<file path="src/rtl/combat_resolver.sv">
// combat_resolver: frame-timed two-player hit resolver (attack FSMs, block, hitstun, health, KO/winner)
// Ports: clk; rst_n async active-low; frame_tick per-frame strobe; round_start sync reinit;
//   p1_atk/p1_blk/p2_atk/p2_blk player controls; hit_overlap from the collision unit;
//   p1_state/p2_state FSM state; p1_health/p2_health; hit_p1_to_p2/hit_p2_to_p1/blocked pulses;
//   ko level and winner (01 P1, 10 P2, 11 draw).
// Option: define CHIP_DAMAGE_EN to make blocked hits cost CHIP_DMG health.
module combat_resolver #(
    parameter int HP_W       = 8,
    parameter int MAX_HP     = 100,
    parameter int DMG        = 10,
    parameter int CHIP_DMG   = 1,
    parameter int STARTUP_F  = 3,
    parameter int ACTIVE_F   = 2,
    parameter int RECOVERY_F = 6,
    parameter int HITSTUN_F  = 8,
    parameter int FRM_W      = 4
) (
    input  logic            clk,
    input  logic            rst_n,
    input  logic            frame_tick,
    input  logic            round_start,
    input  logic            p1_atk,
    input  logic            p1_blk,
    input  logic            p2_atk,
    input  logic            p2_blk,
    input  logic            hit_overlap,
    output logic [2:0]      p1_state,
    output logic [2:0]      p2_state,
    output logic [HP_W-1:0] p1_health,
    output logic [HP_W-1:0] p2_health,
    output logic            hit_p1_to_p2,
    output logic            hit_p2_to_p1,
    output logic [1:0]      blocked,
    output logic            ko,
    output logic [1:0]      winner
);
    localparam logic [2:0] S_IDLE     = 3'd0;
    localparam logic [2:0] S_STARTUP  = 3'd1;
    localparam logic [2:0] S_ACTIVE   = 3'd2;
    localparam logic [2:0] S_RECOVERY = 3'd3;
    localparam logic [2:0] S_HITSTUN  = 3'd4;
    localparam logic [2:0] S_BLOCK    = 3'd5;
    localparam logic [2:0] S_KO       = 3'd6;
    localparam logic [FRM_W-1:0] F_ZERO     = '0;
    localparam logic [FRM_W-1:0] F_ONE      = FRM_W'(1);
    localparam logic [FRM_W-1:0] F_STARTUP  = FRM_W'(STARTUP_F - 1);
    localparam logic [FRM_W-1:0] F_ACTIVE   = FRM_W'(ACTIVE_F - 1);
    localparam logic [FRM_W-1:0] F_RECOVERY = FRM_W'(RECOVERY_F - 1);
    localparam logic [FRM_W-1:0] F_HITSTUN  = FRM_W'(HITSTUN_F - 1);
    localparam logic [HP_W-1:0]  HP_MAX     = HP_W'(MAX_HP);
    localparam logic [HP_W-1:0]  HP_DMG     = HP_W'(DMG);
    localparam logic [HP_W-1:0]  HP_CHIP    = HP_W'(CHIP_DMG);
`ifdef CHIP_DAMAGE_EN
    localparam logic CHIP_ON = 1'b1;
`else
    localparam logic CHIP_ON = 1'b0;
`endif

    logic [FRM_W-1:0] p1_cnt, p2_cnt, p1_cnt_nx, p2_cnt_nx;
    logic [2:0]       p1_st_nx, p2_st_nx;
    logic [HP_W-1:0]  p1_hp_nx, p2_hp_nx;
    logic             p1_conn, p2_conn, p1_conn_nx, p2_conn_nx;
    logic             p1_lands, p2_lands, p1_guard, p2_guard, p1_hit, p2_hit, any_ko;
    logic             ko_nx;
    logic [1:0]       winner_nx;

    // Unhit phase progression: returns {state, counter}; counters load length-1 and exit at 0.
    function automatic logic [FRM_W+2:0] step(input logic [2:0] st, input logic [FRM_W-1:0] c,
                                              input logic atk, input logic blk);
        logic last;
        last = (c == F_ZERO);
        case (st)
            S_IDLE, S_BLOCK:       step = atk ? {S_STARTUP, F_STARTUP} : {(blk ? S_BLOCK : S_IDLE), F_ZERO};
            S_STARTUP:             step = last ? {S_ACTIVE, F_ACTIVE} : {st, c - F_ONE};
            S_ACTIVE:              step = last ? {S_RECOVERY, F_RECOVERY} : {st, c - F_ONE};
            S_RECOVERY, S_HITSTUN: step = last ? {S_IDLE, F_ZERO} : {st, c - F_ONE};
            default:               step = {st, c};
        endcase
    endfunction

    function automatic logic [HP_W-1:0] sub_sat(input logic [HP_W-1:0] hp, input logic [HP_W-1:0] d);
        sub_sat = (hp > d) ? hp - d : '0;
    endfunction

    // Next-state: hit resolution uses the pre-tick states, so a trade damages both players.
    always_comb begin
        p1_lands   = p1_state == S_ACTIVE && hit_overlap && !p1_conn;
        p2_lands   = p2_state == S_ACTIVE && hit_overlap && !p2_conn;
        p1_guard   = p2_lands && p1_state == S_BLOCK;
        p2_guard   = p1_lands && p2_state == S_BLOCK;
        p1_hit     = p2_lands && !p1_guard;
        p2_hit     = p1_lands && !p2_guard;
        p1_hp_nx   = sub_sat(p1_health, p1_hit ? HP_DMG : (p1_guard && CHIP_ON) ? HP_CHIP : '0);
        p2_hp_nx   = sub_sat(p2_health, p2_hit ? HP_DMG : (p2_guard && CHIP_ON) ? HP_CHIP : '0);
        any_ko     = p1_hp_nx == '0 || p2_hp_nx == '0;
        {p1_st_nx, p1_cnt_nx} = any_ko ? {S_KO, F_ZERO} : p1_hit ? {S_HITSTUN, F_HITSTUN} :
                                p1_guard ? {S_BLOCK, p1_cnt} : step(p1_state, p1_cnt, p1_atk, p1_blk);
        {p2_st_nx, p2_cnt_nx} = any_ko ? {S_KO, F_ZERO} : p2_hit ? {S_HITSTUN, F_HITSTUN} :
                                p2_guard ? {S_BLOCK, p2_cnt} : step(p2_state, p2_cnt, p2_atk, p2_blk);
        // connected clears whenever a new attack starts from IDLE/BLOCK
        p1_conn_nx = p1_lands || (p1_conn && !((p1_state == S_IDLE || p1_state == S_BLOCK) && p1_atk));
        p2_conn_nx = p2_lands || (p2_conn && !((p2_state == S_IDLE || p2_state == S_BLOCK) && p2_atk));
    end

    // Winner bits: [1] set when P2 survives (P1 emptied), [0] when P1 survives; both set is a draw.
    always_comb begin
        winner_nx = {p1_hp_nx == '0, p2_hp_nx == '0};
        ko_nx     = |winner_nx;
    end

    always_ff @(posedge clk or negedge rst_n) begin
        if (!rst_n) begin
            p1_state     <= S_IDLE;
            p2_state     <= S_IDLE;
            p1_cnt       <= F_ZERO;
            p2_cnt       <= F_ZERO;
            p1_conn      <= 1'b0;
            p2_conn      <= 1'b0;
            p1_health    <= HP_MAX;
            p2_health    <= HP_MAX;
            hit_p1_to_p2 <= 1'b0;
            hit_p2_to_p1 <= 1'b0;
            blocked      <= 2'b00;
            ko           <= 1'b0;
            winner       <= 2'b00;
        end else if (round_start) begin
            p1_state     <= S_IDLE;
            p2_state     <= S_IDLE;
            p1_cnt       <= F_ZERO;
            p2_cnt       <= F_ZERO;
            p1_conn      <= 1'b0;
            p2_conn      <= 1'b0;
            p1_health    <= HP_MAX;
            p2_health    <= HP_MAX;
            hit_p1_to_p2 <= 1'b0;
            hit_p2_to_p1 <= 1'b0;
            blocked      <= 2'b00;
            ko           <= 1'b0;
            winner       <= 2'b00;
        end else begin
            hit_p1_to_p2 <= 1'b0;
            hit_p2_to_p1 <= 1'b0;
            blocked      <= 2'b00;
            if (frame_tick && !ko) begin
                p1_state     <= p1_st_nx;
                p2_state     <= p2_st_nx;
                p1_cnt       <= p1_cnt_nx;
                p2_cnt       <= p2_cnt_nx;
                p1_conn      <= p1_conn_nx;
                p2_conn      <= p2_conn_nx;
                p1_health    <= p1_hp_nx;
                p2_health    <= p2_hp_nx;
                hit_p1_to_p2 <= p2_hit;
                hit_p2_to_p1 <= p1_hit;
                blocked      <= {p2_guard, p1_guard};
                ko           <= ko_nx;
                winner       <= winner_nx;
            end
        end
    end
endmodule

</file>
<file path="config.mk">
export PLATFORM = sky130hd
export DESIGN_NAME = combat_resolver
export DESIGN_NICKNAME = d
export VERILOG_FILES = /design/src/rtl/combat_resolver.sv
export SDC_FILE = /design/constraint.sdc
export NUM_CORES = 1
export LEC_CHECK = 0
export ABC_AREA = 1
export CORE_MARGIN = 3
export CORE_UTILIZATION = 40
export DETAILED_ROUTE_END_ITERATION = 10
export GPL_TIMING_DRIVEN = 0
export PLACE_DENSITY_LB_ADDON = 0.05
export SLEW_MARGIN = 10
export SYNTH_ARGS = -nofsm -noshare
export SYNTH_HDL_FRONTEND = slang
export SYNTH_SLANG_ARGS = --single-unit
</file>
<file path="constraint.sdc">
create_clock -name clk -period 3.1 [get_ports clk]
set_clock_uncertainty 0.05 [all_clocks]
set_input_delay 0.93 -clock clk [delete_from_list [all_inputs] [get_ports clk]]
set_output_delay 0.93 -clock clk [all_outputs]
set_load 0.005 [all_outputs]
</file>
==> implementation parameters <==
Parameter                              Value

Timing
  FMAX    340 MHz
  Final Hold Viols    0
  Worst rel slew slack    around three fifths
  Minimum clock period after layout    roughly 3 ns
  Pins Over Slew Limit    0
  Number of setup violations in the final report    0
  Sum of negative setup slack    0 ns
  Final cycle utilization of the critical path    95.0%
  Worst slew pin tran    a little under 0.6 ns
  RSZ-0062 raised after global routing    no

Pwr
  Switch Pwr    between 900 and 1000 uW
  Power per Cell Area    592 mW/mm^2
  Worst IR Drop VDD    0.311 mV
  Register share of total power    between 20% and 30%
  Power, Total    about 2300 uW
  Total internal power    approximately 1300 uW
  Switching power as a share of total power    41.1%
  Relative contribution of combinational cells to total power    47.0%
  Relative contribution of the clock network to total power    a little under a quarter
  Leak pwr    0.00188 uW

Finish
  N_diodes    0
  Area delta synth->final    32.5%
  Share of the core filled with cells in the final layout    55.8%
  Net count reported at finish    ~470
  Proportion of layout cells with a drive suffix above 1    21.7%
  Post-route non-filler standard cell count    547
  Number of inserted filler cells in the final layout    662
  Finished layout cell area    0.00385 sq mm

Drt
  Met1 Wirelength    3780 microns
  Aggregate routed wire length    7630 microns
  DRC errors left    0
  Routed wirelength normalized by instance count    14.0 microns
  Via count normalized by instance count    roughly 5
  Met2 WL    3510 microns
  Initial DRT Pass Iterations    5
  Number of nets with antenna violations after routing    0
  Drt initial violations    111
  Uppermost signal routing layer after detailed routing    met4
  Met3 Wirelength    283 microns
  Number of vias after detailed routing    2,739

CTS
  Number of hold buffers added after CTS    0
  Insertion delay of the later-clocked pin in the worst-skew pair    0.30 ns
  Clock sink total    39
  CTS tree    done
  TritonCTS Buffers    5
  Total number of H-tree levels    2
  Maximum count of clock buffers along a single path    2
  Clock tree root driver cell    sky130_fd_sc_hd__clkbuf_8
  Clock transition at the registers of the reported paths    0.09 ns

Placement
  Number of input and output port buffers inserted    37
  Cell area reported after detailed placement    0.00342 sq mm
  Placed cell count    528
  Weighted congestion at the end of routability-driven global placement    approximately 0.92
  HPWL after DPL    5490 microns

Worst setup path
  CP Max Fanout    6
  Critical register-to-register path startpoint    p1_state[2]
  Critical path capture point type    flop
  Kind of critical path    in -> reg
  Launching element type of the critical path    primary input
  Worst setup path startpoint    hit_overlap
  Data required time at the worst endpoint    around 3.2 ns
  Worst path arrival time    ~3 ns

Synthesis
  Top FF cell, synth    sky130_fd_sc_hd__dfrtp_1
  Synth warn    0
  Number of standard cells after synthesis    394
  Async S/R FF share, synth    100%
  Net count after synthesis    411
  Number of enable-type register cells in the synthesized netlist    0
  Total standard cell area after synthesis    0.00291 sq mm
  Number of distinct standard cells referenced by the synthesized netlist    42
  Most numerous cell in the Yosys netlist    sky130_fd_sc_hd__nand2_1
  Library cell occupying the most area in the post-synthesis netlist    sky130_fd_sc_hd__dfrtp_1
  Cell types with the highest counts after synthesis    sky130_fd_sc_hd__nand2_1, sky130_fd_sc_hd__inv_1, sky130_fd_sc_hd__nor2_1, sky130_fd_sc_hd__nand3_1, sky130_fd_sc_hd__dfrtp_1
  Fraction of post-synthesis cell area in the top cell type by area    28.4%
  Mean instance size in the synthesized netlist    7.38 sq um
  Sequential area share after synthesis    between 30% and 40%
  Ranking of synthesized cells by area    sky130_fd_sc_hd__dfrtp_1, sky130_fd_sc_hd__nand2_1, sky130_fd_sc_hd__inv_1, sky130_fd_sc_hd__nand3_1, sky130_fd_sc_hd__dfstp_2
  Number of flip-flops and latches in the synthesized netlist    39

GRT
  Antenna violations before repair    0
  Vias in the first global route    2,712
  Maximum number of pins on one net before global-route repair    30
  Wire length of the first global-routing pass    13,100 microns
  Remaining Overflow, GRT    0
  Global-route usage over all layers    19.1%

Min path
  Type of the worst min-delay path    in -> async

Floorplanning
  Area of the core    0.00691 sq mm
  Width of the die    around 91 microns
  Row count    30
  Die extent in y    91.3 microns
  Io pins    38
  Effective utilization at floorplan    a little over two fifths
  Floorplan die area    around 0.0083 sq mm

Job
  Max capacitance violation total    0

Outcome
  Run status    finished clean
-- per-stage QoR --
step                      setup WS (ns)  hold slack, ns
after floorplan                  0.0571           0.408
after global placement           -0.789           0.429
after detailed placement         -0.792           0.436
after CTS                        0.0177           0.439
after global routing            0.00726           0.436
final                             0.156           0.429
-- repair_timing --
action / 4_1_cts / 5_1_grt
endpoints found under the setup margin: 17 / 20
gates cloned: 1 / 1
buffers inserted: 7 / 2
pin swaps: 17 / 11
resized for setup: 34 / 9
-- cell usage in the layout, fill, tap and decap left out, types with 2 or more instances in the layout --
master                            instances
sky130_fd_sc_hd__a21oi_1                 14
sky130_fd_sc_hd__a22oi_1                  3
sky130_fd_sc_hd__a31oi_1                  3
sky130_fd_sc_hd__buf_12                   3
sky130_fd_sc_hd__buf_2                    2
sky130_fd_sc_hd__buf_4                    9
sky130_fd_sc_hd__bufinv_16                2
sky130_fd_sc_hd__clkbuf_1                 3
sky130_fd_sc_hd__clkbuf_8                 5
sky130_fd_sc_hd__clkdlybuf4s50_1         35
sky130_fd_sc_hd__clkinvlp_4               2
sky130_fd_sc_hd__dfrtp_1                 33
sky130_fd_sc_hd__dfstp_2                  6
sky130_fd_sc_hd__ha_1                     5
sky130_fd_sc_hd__ha_4                     3
sky130_fd_sc_hd__inv_1                   54
sky130_fd_sc_hd__inv_2                    7
sky130_fd_sc_hd__nand2_1                 85
sky130_fd_sc_hd__nand2_2                 13
sky130_fd_sc_hd__nand2_4                  3
sky130_fd_sc_hd__nand3_1                 37
sky130_fd_sc_hd__nand3_2                  6
sky130_fd_sc_hd__nand3_4                  7
sky130_fd_sc_hd__nand3b_1                 2
sky130_fd_sc_hd__nand4_1                  6
sky130_fd_sc_hd__nand4_4                  4
sky130_fd_sc_hd__nor2_1                  35
sky130_fd_sc_hd__nor2_2                   4
sky130_fd_sc_hd__nor2_4                   9
sky130_fd_sc_hd__o21ai_0                 16
sky130_fd_sc_hd__o21ai_2                  2
sky130_fd_sc_hd__o22ai_1                  5
sky130_fd_sc_hd__xnor2_1                  3
sky130_fd_sc_hd__xor2_1                   5
-- logic make-up (layout without fill, tap and decap cells) --
| kind of cell | count (synthesis) | in the layout | share of synthesized area (%) |
|---|---|---|---|
| fa+ha+maj | 8 | 8 | 3.44 |
| flops | 39 | 39 | 33.8 |
| buf+inv | 68 | 125 | 9.34 |
| xor+xnor | 8 | 8 | 2.41 |
| simple gates | 219 | 219 | 40.2 |
| compound gates | 52 | 52 | 10.8 |
-- final timing paths --
check	cells after the start	slack (ns)	endpoint
worst max-delay path	19	0.16	p1_cnt[1]
worst min-delay path	1	0.43	p2_health[7]
worst max register to register	19	0.35	p1_cnt[1]
worst min register to register	2	0.46	winner[0]
max in group asynchronous	2	2.05	p1_health[2]
min in group clk	2	0.46	winner[0]
-- cell type report --
type	instances	area [sq um]	share of cell area (%)
plain buffers	6	56.3	1.46
clock buffers	5	68.8	1.79
clock inverters	3	67.6	1.75
inverters	62	236	6.14
multi-input cells	287	1820	47.1
flip-flops and latches	39	983	25.5
well taps	96	120	3.12
repair buffers	49	505	13.1
-- worst max-delay path: stages --
cell and delay [ns]:
sky130_fd_sc_hd__clkdlybuf4s15_1 0.17, sky130_fd_sc_hd__inv_2 0.06, sky130_fd_sc_hd__nor2_4 0.17, sky130_fd_sc_hd__nand3_4 0.11, sky130_fd_sc_hd__ha_4 0.18, sky130_fd_sc_hd__or2_4 0.23, sky130_fd_sc_hd__nor2_4 0.13, sky130_fd_sc_hd__nand2_1 0.07
sky130_fd_sc_hd__xor2_1 0.13, sky130_fd_sc_hd__inv_1 0.07, sky130_fd_sc_hd__nand3_2 0.06, sky130_fd_sc_hd__nand2_1 0.06, sky130_fd_sc_hd__inv_2 0.08, sky130_fd_sc_hd__nand3_4 0.17, sky130_fd_sc_hd__buf_12 0.20, sky130_fd_sc_hd__nand3_4 0.07
sky130_fd_sc_hd__nor2_1 0.05, sky130_fd_sc_hd__nand3_1 0.06, sky130_fd_sc_hd__nand2_1 0.06
-- power by group through the flow --
stage               logic [uW]  registers [uW]  clock network [uW]
floorplan                  746             673                   0
global placement           987             687                   0
detailed placement         994             689                   0
CTS                       1060             682                 532
global route              1240             695                 557
finish                    1070             683                 525
-- state kept, by name, indices dropped and copies added (netlist names) --
name / flops
winner: 2
p1_health: 8
p2_state: 3
p1_conn: 1
hit_p1_to_p2: 1
ko: 1
blocked: 2
p2_conn: 1
p2_health: 8
p2_cnt: 4
hit_p2_to_p1: 1
p1_cnt: 4
p1_state: 3
-- layer usage --
layer  track usage, %  up-vias
met5                0        -
met4             4.52        0
met3             3.23        8
met2             30.1       59
met1             27.4     1271
li1                 -     1401
Note: power is estimated with default switching activity, not from simulation.
